--- src/rtl/imem_prog_loader_pkg.sv ---
// Shared types and constants for the instruction-memory program loader.
package imem_prog_loader_pkg;

    // Loader control states
    typedef enum logic [1:0] {
        StIdle,
        StRecv,
        StDone,
        StErr
    } state_e;

    // Default end-of-program marker, zero-extended to the memory word width
    localparam logic [31:0] EndWordDefault = 32'h0000_0FFF;

    // Width of a source-select field; never narrower than one bit
    function automatic int unsigned sel_width(input int unsigned num_src);
        return (num_src > 1) ? $clog2(num_src) : 1;
    endfunction

endpackage

--- src/rtl/imem_prog_loader_byte_packer.sv ---
// Packs an MSB-first byte stream into DATA_WIDTH words.
// word_o/word_valid_o are combinational: valid in the cycle the last byte is presented.
module byte_packer #(
    parameter int unsigned DATA_WIDTH = 32
) (
    input  logic                  clk_i,
    input  logic                  rst_i,
    input  logic                  clr_i,
    input  logic                  dv_i,
    input  logic [7:0]            byte_i,
    output logic [DATA_WIDTH-1:0] word_o,
    output logic                  word_valid_o
);
    localparam int unsigned BYTES = DATA_WIDTH / 8;
    localparam int unsigned IDX_W = (BYTES > 1) ? $clog2(BYTES) : 1;

    logic [DATA_WIDTH-1:0] shift_q;
    logic [IDX_W-1:0]      idx_q;

    assign word_o       = (shift_q << 8) | DATA_WIDTH'(byte_i);
    assign word_valid_o = dv_i && (idx_q == IDX_W'(BYTES - 1));

    // Shift accepted bytes in and track position within the current word
    always_ff @(posedge clk_i) begin
        if (rst_i || clr_i) begin
            shift_q <= '0;
            idx_q   <= '0;
        end else if (dv_i) begin
            shift_q <= word_o;
            idx_q   <= word_valid_o ? '0 : idx_q + 1'b1;
        end
    end

endmodule

--- src/rtl/imem_prog_loader.sv ---
// Instruction-memory program loader: selects one of NUM_SRC byte streams, packs
// bytes into words and writes them from address 0 until the end marker arrives.
// Optional checksum word after the end marker: define IMEM_PROG_LOADER_CHECKSUM_EN.
module imem_prog_loader
    import imem_prog_loader_pkg::*;
#(
    parameter int unsigned            DATA_WIDTH = 32,
    parameter int unsigned            ADDR_WIDTH = 12,
    parameter int unsigned            NUM_SRC    = 2,
    parameter logic [DATA_WIDTH-1:0]  END_WORD   = DATA_WIDTH'(EndWordDefault),
    localparam int unsigned           SEL_W      = sel_width(NUM_SRC)
) (
    input  logic                  clk_i,
    input  logic                  rst_i,
    input  logic                  start_i,
    input  logic [SEL_W-1:0]      src_sel_i,
    input  logic [NUM_SRC-1:0]    rx_dv_i,
    input  logic [NUM_SRC*8-1:0]  rx_byte_i,
    output logic                  we_o,
    output logic [ADDR_WIDTH-1:0] addr_o,
    output logic [DATA_WIDTH-1:0] wdata_o,
    output logic                  core_reset_o,
    output logic                  busy_o,
    output logic                  done_o,
    output logic                  overflow_o,
    output logic                  chk_err_o,
    output logic [ADDR_WIDTH:0]   word_count_o
);
    state_e                  state_q;
    logic [SEL_W-1:0]        sel_q;
    logic                    we_q;
    logic [ADDR_WIDTH-1:0]   addr_q;
    logic [DATA_WIDTH-1:0]   wdata_q;
    logic [ADDR_WIDTH:0]     cnt_q;
    logic [ADDR_WIDTH:0]     cnt_eff;
    logic                    ovf_q;
    logic                    sel_ok;
    logic                    sel_dv;
    logic [7:0]              sel_byte;
    logic [DATA_WIDTH-1:0]   word;
    logic                    word_valid;
`ifdef IMEM_PROG_LOADER_CHECKSUM_EN
    logic [DATA_WIDTH-1:0]   sum_q;
    logic                    chk_phase_q;
    logic                    chk_err_q;
`endif

    assign sel_ok  = (32'(src_sel_i) < NUM_SRC);
    // Count including a write issued last cycle whose increment is still pending
    assign cnt_eff = cnt_q + (ADDR_WIDTH + 1)'(we_q);

    // Route the latched source's strobe and byte to the packer
    always_comb begin
        sel_dv   = 1'b0;
        sel_byte = 8'h00;
        for (int k = 0; k < NUM_SRC; k++) begin
            if (sel_q == SEL_W'(k)) begin
                sel_dv   = rx_dv_i[k];
                sel_byte = rx_byte_i[8*k +: 8];
            end
        end
    end

    byte_packer #(
        .DATA_WIDTH (DATA_WIDTH)
    ) u_packer (
        .clk_i        (clk_i),
        .rst_i        (rst_i),
        .clr_i        (state_q != StRecv),
        .dv_i         (sel_dv && (state_q == StRecv)),
        .byte_i       (sel_byte),
        .word_o       (word),
        .word_valid_o (word_valid)
    );

    // Load FSM, write register, word counter and sticky status flags
    always_ff @(posedge clk_i) begin
        if (rst_i) begin
            state_q     <= StIdle;
            sel_q       <= '0;
            we_q        <= 1'b0;
            addr_q      <= '0;
            wdata_q     <= '0;
            cnt_q       <= '0;
            ovf_q       <= 1'b0;
`ifdef IMEM_PROG_LOADER_CHECKSUM_EN
            sum_q       <= '0;
            chk_phase_q <= 1'b0;
            chk_err_q   <= 1'b0;
`endif
        end else begin
            we_q  <= 1'b0;
            cnt_q <= cnt_eff;
            case (state_q)
                StRecv: begin
                    if (word_valid) begin
`ifdef IMEM_PROG_LOADER_CHECKSUM_EN
                        if (chk_phase_q) begin
                            if (word == sum_q) begin
                                state_q <= StDone;
                            end else begin
                                chk_err_q <= 1'b1;
                                state_q   <= StErr;
                            end
                        end else
`endif
                        if (word == END_WORD) begin
`ifdef IMEM_PROG_LOADER_CHECKSUM_EN
                            chk_phase_q <= 1'b1;
`else
                            state_q <= StDone;
`endif
                        end else if (cnt_eff[ADDR_WIDTH]) begin
                            // DEPTH words already written
                            ovf_q   <= 1'b1;
                            state_q <= StErr;
                        end else begin
                            we_q    <= 1'b1;
                            addr_q  <= cnt_eff[ADDR_WIDTH-1:0];
                            wdata_q <= word;
`ifdef IMEM_PROG_LOADER_CHECKSUM_EN
                            sum_q   <= sum_q + word;
`endif
                        end
                    end
                end
                StIdle, StDone, StErr: begin
                    if (start_i) begin
                        sel_q       <= src_sel_i;
                        addr_q      <= '0;
                        cnt_q       <= '0;
                        ovf_q       <= 1'b0;
`ifdef IMEM_PROG_LOADER_CHECKSUM_EN
                        sum_q       <= '0;
                        chk_phase_q <= 1'b0;
                        chk_err_q   <= 1'b0;
`endif
                        state_q     <= sel_ok ? StRecv : StErr;
                    end
                end
                default: state_q <= StIdle;
            endcase
        end
    end

    assign we_o         = we_q;
    assign addr_o       = addr_q;
    assign wdata_o      = wdata_q;
    assign word_count_o = cnt_q;
    assign core_reset_o = (state_q == StRecv);
    assign busy_o       = (state_q == StRecv);
    assign done_o       = (state_q == StDone);
    assign overflow_o   = ovf_q;
`ifdef IMEM_PROG_LOADER_CHECKSUM_EN
    assign chk_err_o    = chk_err_q;
`else
    assign chk_err_o    = 1'b0;
`endif

endmodule
--- config.mk ---
export PLATFORM = sky130hd
export DESIGN_NAME = imem_prog_loader
export DESIGN_NICKNAME = d
export VERILOG_FILES = /design/src/rtl/imem_prog_loader_pkg.sv /design/src/rtl/imem_prog_loader_byte_packer.sv /design/src/rtl/imem_prog_loader.sv
export SDC_FILE = /design/constraint.sdc
export NUM_CORES = 1
export LEC_CHECK = 0
export ABC_AREA = 0
export ABC_CLOCK_PERIOD_IN_PS = 2200
export CAP_MARGIN = 20
export CORE_ASPECT_RATIO = 0.6
export CORE_MARGIN = 8
export CORE_UTILIZATION = 44
export DETAILED_ROUTE_END_ITERATION = 10
export PLACE_DENSITY = 0.75
export SLEW_MARGIN = 20
export SYNTH_ARGS = -nofsm -noshare
export SYNTH_HDL_FRONTEND = slang
export SYNTH_SLANG_ARGS = --single-unit
--- constraint.sdc ---
create_clock -name clk_i -period 2.2 [get_ports clk_i]
set_input_delay 0.33 -clock clk_i [delete_from_list [all_inputs] [get_ports clk_i]]
set_output_delay 0.33 -clock clk_i [all_outputs]
set_load 0.05 [all_outputs]
======== After elaboration in Yosys (flattened, before gate mapping) ========
Cells that the tools add are included.
word-level totals
  flip-flop bits (word level) ............. 88
  bits of input ports ..................... 22
  output and inout port bits .............. 63
  word-level logic and storage cells ...... 60
operators by class
  add/subtract/negate cells ............... 2
  eq/ne operators ......................... 12
  mux-type cells .......................... 21
  bitwise logic cells ..................... 5
  reductions and logical operators ........ 11
operator list
  cell                                                                     number
  12-bit 2-to-1 mux                                                        4
  32-bit by 12-bit equality test with 1-bit output, second input constant  1
  32-bit by 8-bit bitwise OR with 32-bit output                            1
  13-bit 2-to-1 mux                                                        2
  12-bit case mux with 2 select lines                                      1
  13-bit by 1-bit adder with 13-bit output                                 1
  4-bit AND reduction                                                      3
  2-bit 2-to-1 mux                                                         5
  8-bit 2-to-1 mux                                                         1
  2-bit equality test, second input constant                               3
  1-bit 2-to-1 mux                                                         6
  2-bit by 1-bit != test with 1-bit output, second input constant          3
  2-bit != test, second input constant                                     3
  1-bit inverter                                                           4
  2-bit case mux with 2 select lines                                       1
  4-bit OR reduction                                                       1
  3-bit by 1-bit != test with 1-bit output, second input constant          1
  3-bit AND reduction                                                      1
  3-bit OR reduction                                                       1
  2-bit by 1-bit adder with 2-bit output, second input constant            1
  2-bit by 1-bit equality test with 1-bit output, second input constant    1
  1-bit logical AND                                                        2
  2-bit zero test                                                          1
  1-bit case mux with 2 select lines                                       1
  2 further kinds                                                          2

======== Logic depth before layout (Yosys ltp) ========
Gate-level depths: netlist of the first run.
  depth after elaboration ................. 6
  gate-level depth with buffers ........... 9
  mapped depth without buffers ............ 8

======== By module ========
From an unflattened synthesis of the first run, not the netlist that was laid out.
unflattened totals
  cells, all modules ...................... 420
  area, all modules ....................... 3,976.3 um2
modules (own cells, without submodules)
  module            instances  cells an instance  area an instance (um2)  sequential area each (um2)
  imem_prog_loader  1          324                2,965.3                 1,241.2
  byte_packer       1          96                 1,011.0                 520.5

======== Worst setup path before layout of the first run ========
OpenSTA, ideal clock, no wires.
  kind .................................... reg2reg
  from .................................... reg cnt_q[0], in the netlist word_count_o[0]
  to ...................................... reg wdata_q[21], in the netlist wdata_o[21]
  setup time .............................. 0.132 ns
  arrival ................................. 2.511 ns
  required time ........................... 2.068 ns
  slack ................................... -0.444 ns
  cell stages (with the launch flop) ...... 10
  buffers on the path ..................... 2
  period minus slack after synthesis ...... 2.644 ns
  cell sequence ........................... dfxtp_1 -> ha_1 -> ha_1 -> nand4_1 -> o31a_1 -> or4_1 -> buf_4 -> buf_6 -> o21ai_1 -> a21oi_1
on the way
  longest elaborated chain between the ends .. 3
ends and longest elaborated chain
  what                                      line                     RTL
  from (decl)                               imem_prog_loader.sv:34   logic [ADDR_WIDTH:0] cnt_q;
  from (signal assigned)                    imem_prog_loader.sv:93   cnt_q <= cnt_eff;
  13-bit by 1-bit adder with 13-bit output  imem_prog_loader.sv:50   assign cnt_eff = cnt_q + (ADDR_WIDTH + 1)'(we_q);
  1-bit inverter (no source line)           n/a
  4-bit AND reduction (no source line)      n/a
  to (signal assigned)                      imem_prog_loader.sv:120  wdata_q <= word;
  to (decl)                                 imem_prog_loader.sv:33   logic [DATA_WIDTH-1:0] wdata_q;
Every way passes these cells.
A chain may end at the register's enable or synchronous reset.

======== Worst setup path in the final report of the first run ========
  from .................................... reg u_packer.shift_q[6]
  to ...................................... reg wdata_q[2], in the netlist wdata_o[2]
on the way
  longest elaborated chain between the ends .. 4
ends and longest elaborated chain
  what                                              line                                RTL
  from (decl)                                       imem_prog_loader_byte_packer.sv:17  logic [DATA_WIDTH-1:0] shift_q;
  from (signal assigned)                            imem_prog_loader_byte_packer.sv:29  shift_q <= word_o;
  32-bit by 8-bit bitwise OR with 32-bit output     imem_prog_loader_byte_packer.sv:20  assign word_o = (shift_q << 8) | DATA_WIDTH'(byte_i);
  32-bit by 12-bit equality test with 1-bit output  imem_prog_loader.sv:107             if (word == END_WORD) begin
  1-bit inverter (no source line)                   n/a
  4-bit AND reduction (no source line)              n/a
Every way passes these cells.

==> results.cfg, run 1 <==
[die]
ioPinCount = 85
die_w_um = 132
core_area_sq_um = 7850
rows = 25
start_util = 0.452
die_height_um = 85.6
die-area_sq_um = 11300

[power]
power_frac_seq = 0.487
power.density_nw_per_um2 = 645
swShare = 0.244
pwr-share-clk = 0.449
p_int_w = 0.00249
power_leakage_nw = 1.71
p_comb_frac = 0.064
p_sw_w = 0.000805
ir_drop_v = 0.000337

[worst_setup_path]
path_cells = nor4_1, o211ai_1, a2111o_1, buf_4, a21oi_1, a211oi_2
crit_path_top_delay_cell = a2111o_1
reg2reg_from = u_packer.shift_q[6]
cp.arrival_ps = 2380
cp_max_fo = 32
critPathKind = register to register
crit_start = u_packer.shift_q[6]
critPathLaunchType = register
end_kind = register
max_stage_delay_ps = 530
critical_path_required_ps = 2410

[timing]
final-hold-violation-count = 0
timing.hold.ws_ps = 461
post-route-period-util = 0.985
slew_headroom = 0.650
skew_ps = 7.99
setup-tns-final_ps = 0
setup_slack_ps = 32.0
setup_viol = 0
drv_slew = 0
clock.fmax_mhz = 461
tightest_slew_ps = 523
rsz0062_at_grt = true
layout_min_cycle_time_ps = 2170

[placed_design]
dp_slack_ps = -111
portBuffers = 83
place.gp.congestion = 0.905
dp.final_hpwl_um = 7780

[layout]
drive_gt1_frac = 0.195
fill_cells = 612
antenna_cells = 0
syn2layout_area_growth_pct = 44.3
fin_nets = 523

[yosys]
syn_inst = 390
netlist_area_sq_um = 3550
synth-seq-cells = 88
synth-edff-count = 0
synth_nets = 415
synth_flop_cell = dfxtp_1
seq_area_frac_synth = 0.497
synth_top_area_cell = dfxtp_1
ys_warn_count = 0
synth_cell_types = 45
syn_area_per_cell_sq_um = 9.10
yosysTopAreaCellShare = 0.497
synthArstFlopShare = 0
synth.area.top_cells = dfxtp_1, a21oi_1, nand3_1, nand2_1, a211oi_1

[routing]
drc = 0
antenna_left = 0
dr_total_vias = 3433
avgRoutedWirePerCell_um = 17.7
drtIter0Drc = 309
postRouteWirelength_um = 10800
via_per_inst = 5.62
drtPass1Iterations = 4

[clocking]
cts_buffers = 9
cts_sinks = 88
root_buffer = clkbuf_16
cts_tree = done
h-tree-depth = 3
ctsHoldBuffers = 0
cts.clk_slew.worst_paths_ps = 70
worst_skew_pair.late_latency_ps = 350
cts_buffer_depth = 2

[global_route]
antenna_found_initial = 0
first_global_vias = 3250
gr-total-overflow = 0
gr-usage-all-layers = 0.189
grt_max_degree = 35
grt_pass1_wl_um = 17300

[status]
status = finished, final reports clean

[hold_path]
hp-class = register to register
min-delay-start = wdata_o[29]

[job]
maxCapViolCount = 0
[cell usage in the layout, fill, tap and decap left out, types with 3 or more instances in the layout]
| cell | netlist | routed |
|---|---|---|
| a211oi_1 | 16 | 14 |
| clkdlybuf4s50_1 | 0 | 81 |
| o21ai_1 | 7 | 8 |
| and2_1 | 3 | 3 |
| o21ai_0 | 6 | 5 |
| clkinvlp_4 | 0 | 3 |
| o21ai_2 | 13 | 13 |
| buf_12 | 0 | 5 |
| nor4_1 | 5 | 4 |
| xnor2_1 | 7 | 7 |
| xor2_1 | 3 | 3 |
| nor2_1 | 26 | 26 |
| mux2i_1 | 6 | 6 |
| nand4_1 | 3 | 3 |
| clkbuf_16 | 0 | 9 |
| nor2b_1 | 3 | 3 |
| nand2_1 | 42 | 42 |
| dfxtp_2 | 0 | 8 |
| a21oi_1 | 54 | 54 |
| nand3_1 | 34 | 33 |
| buf_4 | 6 | 38 |
| inv_1 | 5 | 5 |
| o2bb2ai_1 | 10 | 10 |
| dfxtp_1 | 88 | 78 |
[registers in the layout (all words and copies together), names as in the netlist]
signal,flops
u_packer.shift_q,24
state_q,2
word_count_o,13
addr_o,12
we_o,1
wdata_o,32
sel_q,1
u_packer.idx_q,2
overflow_o,1
[power by group through the flow]
| stage | Clock (W) | Combinational, W | Sequential (W) |
|---|---|---|---|
| after floorplan | 0 | 0.000111 | 0.00164 |
| after global placement | 0 | 0.000202 | 0.00164 |
| after detailed placement | 0 | 0.000207 | 0.00164 |
| after CTS | 0.00149 | 0.000208 | 0.00161 |
| after global routing | 0.00155 | 0.000227 | 0.00161 |
| final | 0.00148 | 0.000212 | 0.00161 |
[area by class of cell]
cell class | count | area [sq um] | share of cell area
multi-input combinational | 267 | 1660 | 0.324
clock inverter | 6 | 51.3 | 0.0100
sequential | 88 | 1780 | 0.348
tap | 108 | 135 | 0.0264
inverter | 5 | 18.8 | 0.00367
clock buffer | 10 | 239 | 0.0467
timing repair buffer | 127 | 1230 | 0.241
[synth_stat cells, types with 3 or more instances]
library cell  count
and2_1            3
a21oi_1          54
clkbuf_1         17
o21ai_0           6
ha_1              3
mux2i_1           6
a211oi_1         16
xor2_1            3
o21ai_1           7
nor4_1            5
inv_1             5
nor2_1           26
nand3_1          34
nand2_1          42
xnor2_1           7
nand4_1           3
nor2b_1           3
buf_4             6
o21ai_2          13
buf_2             5
dfxtp_1          88
o2bb2ai_1        10
[cell families (layout without fill, tap and decap cells)]
kind of cell | Yosys count | count (layout) | synth area share
AO/OA/AOI/OAI | 117 | 117 | 0.216
AND/OR/NAND/NOR | 129 | 129 | 0.181
flip-flops | 88 | 88 | 0.497
buffers and inverters | 35 | 148 | 0.0494
adder cells (fa/ha/maj) | 3 | 3 | 0.0106
other | 1 | 1 | 0.00106
XOR/XNOR | 10 | 10 | 0.0247
multiplexers | 7 | 7 | 0.0201
[final timing paths]
check,depth (start not counted),slack (ps),to
setup / recovery,6,30,wdata_o[2]
hold / removal,2,460,wdata_o[29]
setup reg to reg,6,30,wdata_o[2]
hold reg to reg,2,460,wdata_o[29]
[through the flow]
stage | std cells | utilization | cell area [sq um] | power, W
finish | 611 | 0.652 | 5120 | 0.00330
global route | 611 | 0.652 | 5120 | 0.00338
CTS | 609 | 0.647 | 5080 | 0.00330
detailed placement | 591 | 0.604 | 4740 | 0.00185
global placement | 591 | 0.604 | 4740 | 0.00184
floorplan | 390 | - | 3590 | 0.00175
[critical path: cells and delay by family, from the launching register on]
family / cells / cell delay (ps)
AND/OR/NAND/NOR: 1 / 410
AO/OA/AOI/OAI: 4 / 1020
buffers and inverters: 1 / 290
flip-flops: 1 / 310
[repair_timing]
| action | CTS | global route |
|---|---|---|
| setup endpoints to repair | 12 | 44 |
| resized for setup | 5 | 7 |
| pin swaps | 0 | 4 |
| setup buffers | 2 | 2 |
| cloned | 0 | 0 |
[metal layers]
metal | routed length (um) | vias up | GRT usage
li1 | - | 1609 | -
met1 | 5220 | 1653 | 0.261
met2 | 4570 | 155 | 0.272
met3 | 889 | 16 | 0.0624
met4 | 119 | 0 | 0.0539
met5 | 0 | - | 0
Note: power is estimated with default switching activity, not from simulation.
==> inputs of run 2 (changes only) <==
--- a/config.mk
+++ b/config.mk
@@ -12,6 +12,7 @@
 export CORE_MARGIN = 8
 export CORE_UTILIZATION = 44
 export DETAILED_ROUTE_END_ITERATION = 10
+export HOLD_SLACK_MARGIN = 0.05
 export PLACE_DENSITY = 0.75
 export SLEW_MARGIN = 20
 export SYNTH_ARGS = -nofsm -noshare
==> results of run 2 <==
Final layout, timing and power as in run 1 (identical DEF).
